File: config.mk
export PLATFORM = sky130hd
export DESIGN_NAME = vmmu_arb
export DESIGN_NICKNAME = d
export VERILOG_FILES = /design/src/rtl/vmmu_pkg.sv /design/src/rtl/rr_arbiter.sv /design/src/rtl/vmmu_arb.sv
export SDC_FILE = /design/constraint.sdc
export NUM_CORES = 1
export LEC_CHECK = 0
export BUFFER_PORTS_ARGS = -buffer_cell sky130_fd_sc_hd__buf_2
export CAP_MARGIN = 20
export CORE_MARGIN = 4
export CORE_UTILIZATION = 38
export DETAILED_ROUTE_END_ITERATION = 7
export GPL_ROUTABILITY_DRIVEN = 0
export PLACE_DENSITY_LB_ADDON = 0.08
export SLEW_MARGIN = 40
export SYNTH_ARGS = -nofsm -noshare
export SYNTH_HDL_FRONTEND = slang
export SYNTH_HIERARCHICAL = 1
export SYNTH_SLANG_ARGS = --single-unit
File: constraint.sdc
create_clock -name MemClk -period 1.6 [get_ports MemClk]
set_clock_uncertainty 0.05 [all_clocks]
set_input_delay 0 -clock MemClk [delete_from_list [all_inputs] [get_ports MemClk]]
set_output_delay 0 -clock MemClk [all_outputs]
set_load 0.03 [all_outputs]
File: src/rtl/vmmu_pkg.sv
// Shared constants for the video-memory arbiter: FSM state encoding and default bus widths.
package vmmu_pkg;

  localparam int unsigned AWIDTH_DEF = 19;
  localparam int unsigned DWIDTH_DEF = 8;

  typedef logic [1:0] state_t;

  localparam state_t StIdle    = 2'd0;
  localparam state_t StAccess  = 2'd1;
  localparam state_t StRecover = 2'd2;

endpackage

File: src/rtl/rr_arbiter.sv
// Rotating-priority picker: search starts one past the last granted channel.
module rr_arbiter
  import vmmu_pkg::*;
#(
  parameter int unsigned NCH = 4,
  parameter int unsigned IW  = (NCH > 1) ? $clog2(NCH) : 1
) (
  input  logic           clk_i,
  input  logic           rst_i,
  input  logic [NCH-1:0] req_i,
  input  logic           advance_i,
  output logic [IW-1:0]  idx_o,
  output logic           valid_o
);

  logic [IW-1:0] last_q, last_d;
  logic [IW-1:0] cand;

  always_comb begin
    idx_o   = '0;
    valid_o = 1'b0;
    cand    = '0;
    for (int unsigned off = 1; off <= NCH; off++) begin
      cand = IW'((32'(last_q) + off) % NCH);
      if (!valid_o && req_i[cand]) begin
        valid_o = 1'b1;
        idx_o   = cand;
      end
    end
  end

  always_comb begin
    last_d = last_q;
    if (advance_i) begin
      last_d = idx_o;
    end
  end

  // Reset to the top channel so that channel 0 is first in line.
  always_ff @(posedge clk_i) begin
    if (rst_i) begin
      last_q <= IW'(NCH - 1);
    end else begin
      last_q <= last_d;
    end
  end

endmodule

File: src/rtl/vmmu_arb.sv
// Multi-channel SRAM arbiter: IDLE -> ACCESS (TWAIT cycles) -> RECOVER per transfer.
// Define VMMU_ARB_PRIO_EN to give channel 0 fixed priority over the round-robin pick.
module vmmu_arb
  import vmmu_pkg::*;
#(
  parameter int unsigned AWIDTH = AWIDTH_DEF,
  parameter int unsigned DWIDTH = DWIDTH_DEF,
  parameter int unsigned NCH    = 4,
  parameter int unsigned TWAIT  = 2
) (
  input  logic                MemClk,
  input  logic                MemRst,
  input  logic [NCH-1:0]      ReqValid,
  input  logic [NCH-1:0]      ReqWrite,
  input  logic [NCH*AWIDTH-1:0] ReqAddr,
  input  logic [NCH*DWIDTH-1:0] ReqWData,
  output logic [NCH-1:0]      ReqReady,
  output logic [NCH-1:0]      RspValid,
  output logic [DWIDTH-1:0]   RspData,
  output logic [AWIDTH-1:0]   MemAddrPort,
  output logic [DWIDTH-1:0]   MemDataOut,
  input  logic [DWIDTH-1:0]   MemDataIn,
  output logic                MemDataDrive,
  output logic                MemWriteEnable,
  output logic                MemOutputEnable
);

  localparam int unsigned IW      = (NCH > 1) ? $clog2(NCH) : 1;
  localparam logic [3:0]  LastCnt = 4'(TWAIT - 1);

  state_t            state_q, state_d;
  logic [3:0]        cnt_q, cnt_d;
  logic [IW-1:0]     chan_q, chan_d;
  logic              write_q, write_d;
  logic [AWIDTH-1:0] addr_q, addr_d;
  logic [DWIDTH-1:0] wdata_q, wdata_d;
  logic [DWIDTH-1:0] rdata_q, rdata_d;

  logic [IW-1:0]     rr_idx, sel_idx;
  logic              rr_valid, prio_hit, grant, advance;
  logic              sel_write;
  logic [AWIDTH-1:0] sel_addr;
  logic [DWIDTH-1:0] sel_wdata;

  rr_arbiter #(
    .NCH (NCH),
    .IW  (IW)
  ) u_rr_arbiter (
    .clk_i     (MemClk),
    .rst_i     (MemRst),
    .req_i     (ReqValid),
    .advance_i (advance),
    .idx_o     (rr_idx),
    .valid_o   (rr_valid)
  );

`ifdef VMMU_ARB_PRIO_EN
  // Display fetch pre-empts the rotation without disturbing its pointer.
  assign prio_hit = ReqValid[0];
`else
  assign prio_hit = 1'b0;
`endif

  assign grant   = (state_q == StIdle) && rr_valid && !MemRst;
  assign sel_idx = prio_hit ? '0 : rr_idx;
  assign advance = grant && !prio_hit;

  always_comb begin
    sel_write = 1'b0;
    sel_addr  = '0;
    sel_wdata = '0;
    for (int unsigned i = 0; i < NCH; i++) begin
      if (32'(sel_idx) == i) begin
        sel_write = ReqWrite[i];
        sel_addr  = ReqAddr[i*AWIDTH +: AWIDTH];
        sel_wdata = ReqWData[i*DWIDTH +: DWIDTH];
      end
    end
  end

  always_comb begin
    state_d = state_q;
    cnt_d   = cnt_q;
    chan_d  = chan_q;
    write_d = write_q;
    addr_d  = addr_q;
    wdata_d = wdata_q;
    rdata_d = rdata_q;
    unique case (state_q)
      StIdle: begin
        if (grant) begin
          state_d = StAccess;
          cnt_d   = '0;
          chan_d  = sel_idx;
          write_d = sel_write;
          addr_d  = sel_addr;
          wdata_d = sel_wdata;
        end
      end
      StAccess: begin
        if (cnt_q == LastCnt) begin
          state_d = StRecover;
          if (!write_q) begin
            rdata_d = MemDataIn;
          end
        end else begin
          cnt_d = cnt_q + 4'd1;
        end
      end
      StRecover: state_d = StIdle;
      default:   state_d = StIdle;
    endcase
  end

  always_ff @(posedge MemClk) begin
    if (MemRst) begin
      state_q <= StIdle;
      cnt_q   <= '0;
      chan_q  <= '0;
      write_q <= 1'b0;
      addr_q  <= '0;
      wdata_q <= '0;
      rdata_q <= '0;
    end else begin
      state_q <= state_d;
      cnt_q   <= cnt_d;
      chan_q  <= chan_d;
      write_q <= write_d;
      addr_q  <= addr_d;
      wdata_q <= wdata_d;
      rdata_q <= rdata_d;
    end
  end

  always_comb begin
    ReqReady = '0;
    RspValid = '0;
    for (int unsigned i = 0; i < NCH; i++) begin
      if (grant && (32'(sel_idx) == i)) begin
        ReqReady[i] = 1'b1;
      end
      if ((state_q == StRecover) && (32'(chan_q) == i)) begin
        RspValid[i] = 1'b1;
      end
    end
  end

  // Bus stays driven through RECOVER on writes to give the SRAM data hold time.
  assign MemWriteEnable  = !((state_q == StAccess) && write_q);
  assign MemOutputEnable = !((state_q == StAccess) && !write_q);
  assign MemDataDrive    = write_q && ((state_q == StAccess) || (state_q == StRecover));
  assign MemDataOut      = wdata_q;
  assign MemAddrPort     = addr_q;
  assign RspData         = rdata_q;

endmodule

# Word-level counts from Yosys, hierarchy flattened
# Cells that the tools add are included.
totals:
  wordCells: 104
  output_inout_bits: 46
  inputBits: 126
  register_bits: 46
op_classes:
  magnitude_cmp: 4
  add_sub_neg: 5
  n_reduce_logical: 32
  mux: 42
  eq_ne: 12
  n_bitwise: 1
op_table:
  columns: ["operator", "n"]
  rows:
  - ["$mux 19", 4]
  - ["$mux 8", 4]
  - ["$mux 1", 20]
  - ["$logic_and 1x1->1", 16]
  - ["$lt 2x3->1 const B", 4]
  - ["$mux 2", 6]
  - ["$eq 2x2->1 const B", 5]
  - ["$bmux 1 s2", 4]
  - ["$mux 4", 2]
  - ["$pmux 4 s2", 1]
  - ["$logic_not 1->1", 7]
  - ["$eq 2x1->1 const B", 3]
  - ["$logic_not 2->1", 3]
  - ["$ne 2x2->1 const B", 3]
  - ["$reduce_and 3->1", 2]
  - ["$add 2x1->2 const B", 2]
  - ["$add 2x2->2 const B", 2]
  - ["$add 4x1->4 const B", 1]
  - ["$eq 4x1->1 const B", 1]
  - ["$pmux 2 s2", 1]
  - ["$reduce_and 2->1", 2]
  - ["$reduce_bool 2->1", 1]
  - ["$logic_or 1x1->1", 1]
  - ["$not 1->1", 1]

# Depth between registers and ports, before layout
logic_depth:
  ltp_word: 18
  mapped_depth: 9
  depth_no_buf: 7

# By module
# Netlist, hierarchy kept.
by_module_without_submodules:
  columns: ["mod", "instances", "area_per_inst_um2", "cells_per_inst", "seq_area_each_um2"]
  rows:
  - ["vmmu_arb", 1, 2463.6, 211, 880.8]
  - ["rr_arbiter", 1, 181.4, 23, 40.0]

# Worst setup path after synthesis
# OpenSTA, ideal clock, no wires.
synth_path:
  path_type: "reg2out"
  start: "reg u_rr_arbiter.last_q[0]"
  end: "out ReqReady[1]"
  t_required_ns: 1.550
  slack_ns: -0.285
  arrival_time_ns: 1.835
  path_stages_with_launch: 7
  n_path_buf: 2
  cell_sequence: "dfxtp_1 and2b_4 nor3b_2 nor2_1 clkbuf_1 buf_2 nor3b_1"
synth_between:
  word_cells_on_any_way: 31
  cone_classes: "add/sub (4); eq/ne (1); mux (17); reduce/logical (9)"
synth_rtl:
  columns: ["element", "line_no", "text"]
  rows:
  - ["start, declared", "rr_arbiter.sv:16", "logic [IW-1:0] last_q, last_d;"]
  - ["start signal, assigned", "rr_arbiter.sv:42", "last_q <= IW'(NCH - 1);"]
  - ["start signal, assigned", "rr_arbiter.sv:44", "last_q <= last_d;"]
  - ["$add 2x1->2", "rr_arbiter.sv:24", "cand = IW'((32'(last_q) + off) % NCH);"]
  - ["$bmux 1 s2", "rr_arbiter.sv:25", "if (!valid_o && req_i[cand]) begin"]
  - ["$mux 1 (implied by the code)", "rr_arbiter.sv:25", null]
  - ["$mux 1", "rr_arbiter.sv:25", null]
  - ["$logic_not 1->1", "rr_arbiter.sv:25", null]
  - ["$logic_and 1x1->1", "rr_arbiter.sv:25", null]
  - ["$mux 1", "rr_arbiter.sv:25", null]
  - ["$logic_not 1->1", "rr_arbiter.sv:25", null]
  - ["$logic_and 1x1->1", "rr_arbiter.sv:25", null]
  - ["$mux 1", "rr_arbiter.sv:25", null]
  - ["$logic_not 1->1", "rr_arbiter.sv:25", null]
  - ["$logic_and 1x1->1", "rr_arbiter.sv:25", null]
  - ["$mux 2 (*)", "rr_arbiter.sv:25", null]
  - ["named net rr_idx[1]", "vmmu_arb.sv:39", "logic [IW-1:0] rr_idx, sel_idx;"]
  - ["$eq 2x1->1 (*)", "vmmu_arb.sv:139", "if (grant && (32'(sel_idx) == i)) begin"]
  - ["$logic_and 1x1->1 (*)", "vmmu_arb.sv:139", null]
  - ["$mux 1 (*)", "vmmu_arb.sv:139", null]
  - ["end, declared", "vmmu_arb.sv:17", "output logic [NCH-1:0] ReqReady,"]
# The timed path passes the listed nets; every way through them passes the cells marked *. The select of a mux whose other input is x is not followed.

# Final worst setup path
layout_path:
  start: "reg u_rr_arbiter.last_q[0]"
  end: "reg addr_q[0], in the netlist MemAddrPort[0]"
layout_between:
  elab_chain_cells: 18
  word_cells_on_any_way: 37
  cone_classes: "add/sub (4); eq/ne (3); mux (20); reduce/logical (10)"
layout_rtl:
  columns: ["element", "line_no", "text"]
  rows:
  - ["$add 2x1->2", "rr_arbiter.sv:24", null]
  - ["$bmux 1 s2", "rr_arbiter.sv:25", null]
  - ["$mux 1 (implied by the code)", "rr_arbiter.sv:25", null]
  - ["$mux 1", "rr_arbiter.sv:25", null]
  - ["$logic_not 1->1", "rr_arbiter.sv:25", null]
  - ["$logic_and 1x1->1", "rr_arbiter.sv:25", null]
  - ["$mux 1", "rr_arbiter.sv:25", null]
  - ["$logic_not 1->1", "rr_arbiter.sv:25", null]
  - ["$logic_and 1x1->1", "rr_arbiter.sv:25", null]
  - ["$mux 1", "rr_arbiter.sv:25", null]
  - ["$logic_not 1->1", "rr_arbiter.sv:25", null]
  - ["$logic_and 1x1->1", "rr_arbiter.sv:25", null]
  - ["$mux 2 (*)", "rr_arbiter.sv:25", null]
  - ["named net rr_idx[0]", "vmmu_arb.sv:39", null]
  - ["$logic_not 2->1", "vmmu_arb.sv:73", "if (32'(sel_idx) == i) begin"]
  - ["$mux 19 (3 in series)", "vmmu_arb.sv:73", null]
  - ["$mux 19 (*)", "vmmu_arb.sv:73", null]
  - ["end signal, assigned", "vmmu_arb.sv:129", "addr_q <= addr_d;"]
  - ["end, declared", "vmmu_arb.sv:35", "logic [AWIDTH-1:0] addr_q, addr_d;"]
# Marked as above.
# A chain may end at the register's enable or synchronous reset.

==> impl_metrics.env <==
export IMPL_die_y_um=91.4
export IMPL_ys_seq_elements=46
export IMPL_hp_start="ReqAddr[14]"
export IMPL_synth_fp_nets=366
export IMPL_die_width_um=91.4
export IMPL_nNetsFinal=573
export IMPL_ir_drop_v=0.000542
export IMPL_final_layout_size_suffix_gt1_frac=0.636
export IMPL_critPathRequiredTime_ns=1.74
export IMPL_io_pins=172
export IMPL_critPathKind="reg2reg"
export IMPL_rsz0062_at_grt="yes"
export IMPL_cp_max_fo=9
export IMPL_num_rows=30
export IMPL_insertion_delay_ns=0.30
export IMPL_antenna_found_initial=0
export IMPL_post_synth_num_cell_types=40
export IMPL_route_detailed_drc=0
export IMPL_initial_utilization=0.389
export IMPL_routed_wl_um=8300
export IMPL_synthArstFlopShare=0
export IMPL_rr_worst_depth=6
export IMPL_cts_root_buffer="clkbuf_8"
export IMPL_p_leak_nw=1.99
export IMPL_grt_pass1_wl_um=12800
export IMPL_cts_htree_levels=2
export IMPL_start_kind="flip-flop"
export IMPL_clk_pin_slew_ns=0.10
export IMPL_coreArea_sq_mm=0.00679
export IMPL_vias=2706
export IMPL_violations="setup timing"
export IMPL_r2r_start="u_rr_arbiter/last_q[0]$_SDFFE_PP1P_"
export IMPL_synth_area_sq_mm=0.00265
export IMPL_worst_slack_ns=-0.309
export IMPL_antenna_left=0
export IMPL_io_buffers=171
export IMPL_hold_violations=0
export IMPL_whs_endpoint="MemAddrPort[14]$_SDFFE_PP0P_"
export IMPL_postPlaceCellArea_sq_mm=0.00377
export IMPL_final_core_util=0.624
export IMPL_setup_viol=32
export IMPL_via_per_inst=5.03
export IMPL_dpl_hpwl_um=6190
export IMPL_drt_iter0_markers=97
export IMPL_ys_seq_area_frac=0.348
export IMPL_maxSlewViolCount=0
export IMPL_drv_cap=0
export IMPL_grt_max_degree=29
export IMPL_layoutNonFillerInstCount=538
export IMPL_whs_path_depth=3
export IMPL_rr_endpoint="MemAddrPort[0]$_SDFFE_PP0P_"
export IMPL_min_period_ns=1.91
export IMPL_slew_headroom=0.669
export IMPL_arrival_ns=2.05
export IMPL_wl_per_cell_um=15.4
export IMPL_dieArea_sq_mm=0.00836
export IMPL_grt_usage=0.186
export IMPL_area_delta_synth_final_pct=60.2
export IMPL_clock_sinks=46
export IMPL_drtPass1Iterations=4
export IMPL_cp_end_kind="flip-flop"
export IMPL_hold_path_class="in2reg"
export IMPL_grt_pass1_vias=2664
export IMPL_grt_overflow=0
export IMPL_powerDensity_mw_per_mm2=1350
export IMPL_max_freq_ghz=0.524
export IMPL_n_antenna_cell=0
export IMPL_ys_flop_type="dfxtp_1"
export IMPL_avgSynthCellArea_sq_um=11.3
export IMPL_syn_inst=234
export IMPL_period_share=1.19
export IMPL_worstMarginPinSlew_ns=0.491
export IMPL_place_inst=508
export IMPL_yosysWarnings=6
export IMPL_pre_cts_ws_ns=-0.389
export IMPL_finish_instance_area_sq_mm=0.00424
export IMPL_clock_path_buffers=2
export IMPL_cts_tree="yes"
export IMPL_outcome="complete, but fails checks"
export IMPL_ff2ff_setup_slack_ns=-0.31
export IMPL_cts_made_buffers=5
export IMPL_synth_edf_count=0
-- logic make-up (layout without fill, tap and decap cells) --
logic type                 after synthesis  in the layout  share of synthesized area
AOI/OAI and AO/OA                       62             62                      0.173
adders and majority gates                6              6                     0.0284
buffers and inverters                   29            237                     0.0667
DFF                                     46             46                      0.348
muxes                                   31             31                      0.253
and+or+nand+nor                         60             60                      0.132
-- layout make-up --
type / instances / area, sq um
multi-input cells: 159 / 1700
repair buffers: 221 / 1370
clock inverters: 2 / 13.8
flip-flops and latches: 46 / 928
well taps: 96 / 120
inverters: 8 / 35.0
clock buffers: 6 / 72.6
fillers: 577 / 2560
-- worst max path at each step --
stage                                         from                            to  slack [ns]
2_1_floorplan  u_rr_arbiter/last_q[0]$_SDFFE_PP1P_  MemAddrPort[10]$_SDFFE_PP0P_       -0.21
3_3_place_gp   u_rr_arbiter/last_q[0]$_SDFFE_PP1P_          write_q$_SDFFE_PP0P_       -0.53
3_5_place_dp   u_rr_arbiter/last_q[0]$_SDFFE_PP1P_          write_q$_SDFFE_PP0P_       -0.39
4_1_cts        u_rr_arbiter/last_q[0]$_SDFFE_PP1P_  MemAddrPort[18]$_SDFFE_PP0P_       -0.32
5_1_grt        u_rr_arbiter/last_q[0]$_SDFFE_PP1P_          write_q$_SDFFE_PP0P_       -0.38
6_report       u_rr_arbiter/last_q[0]$_SDFFE_PP1P_   MemAddrPort[0]$_SDFFE_PP0P_       -0.31
-- worst max-delay path, cell delays in order, from the launching register on --
cell	delay, ns
dfxtp_2	0.33
and2b_4	0.28
o21ai_4	0.08
nand3_4	0.15
buf_8	0.17
mux4_1	0.56
a22o_1	0.19
-- cell usage in the layout (no fill, tap or decap), types with 2 or more instances in the layout --
cell             n
a21oi_1         12
buf_4           35
mux4_2          26
mux4_1           2
dfxtp_2          3
ha_1             4
nand3b_1         4
nor2_1           5
buf_6            4
nand2_1          7
inv_4            2
buf_12           4
or3b_4           2
nor3b_4          2
inv_1            4
mux2i_1          3
dfxtp_1         42
nor2b_1          2
inv_2            2
buf_2          167
nor3_1           2
a21oi_2          2
o21ai_0          9
a22o_1          28
nand2b_1         6
ha_4             2
nand3_1         12
and3_1           2
clkbuf_8         5
nor2_2           3
dlygate4sd3_1    8
-- state kept, by name, indices dropped and copies added (netlist names) --
name / cells
MemAddrPort: 19
MemDataOut: 8
RspData: 8
cnt_q: 4
chan_q: 2
state_q: 2
u_rr_arbiter/last_q: 2
write_q: 1
-- power breakdown --
group	switching, mW	internal, mW	leakage (nW)	total (mW)
Combinational	1.75	1.61	1.57	3.36
Sequential	0.188	1.46	0.379	1.65
Clock	0.414	0.309	0.0452	0.724
-- synthesized netlist by cell type, types with 4 or more instances --
master | number | share of area
dfxtp_1 | 46 | 0.35
a22o_1 | 28 | 0.093
mux4_2 | 26 | 0.22
a21oi_1 | 14 | 0.026
nand3_1 | 14 | 0.026
buf_2 | 13 | 0.025
o21ai_0 | 10 | 0.019
inv_1 | 8 | 0.011
nor2_1 | 8 | 0.011
nand2_1 | 7 | 0.0099
nand2b_1 | 7 | 0.017
ha_1 | 6 | 0.028
nand3b_1 | 4 | 0.011
-- through the flow --
| step | setup TNS (ns) | power [mW] | hold slack [ns] |
|---|---|---|---|
| 3_3_place_gp | -15.38 | 4.52 | 0.204 |
| 2_1_floorplan | -5.66 | 3.64 | 0.0518 |
| 4_1_cts | -8.58 | 5.57 | 0.0530 |
| 6_report | -8.57 | 5.73 | 0.0592 |
| 5_1_grt | -10.88 | 6.08 | 0.0599 |
| 3_5_place_dp | -9.84 | 4.59 | 0.209 |
-- repair_timing --
action                                  in CTS  in global routing
buffers inserted                             9                  5
hold buffers                                 8                  0
resized for setup                           20                 23
endpoints found under the hold margin        8                  0
cloned                                       0                  1
endpoints found under the setup margin      38                 49
pin swaps                                    2                  4
-- layer usage --
layer,part of all wire,routed length (um),vias to the layer above,global-route usage
met5,0,0,-,0
met4,0.014,120,0,0.0364
met3,0.077,637,12,0.0447
met2,0.49,4100,122,0.324
met1,0.42,3450,1251,0.233
li1,-,-,1321,-
(Power assumes the default switching activity.)
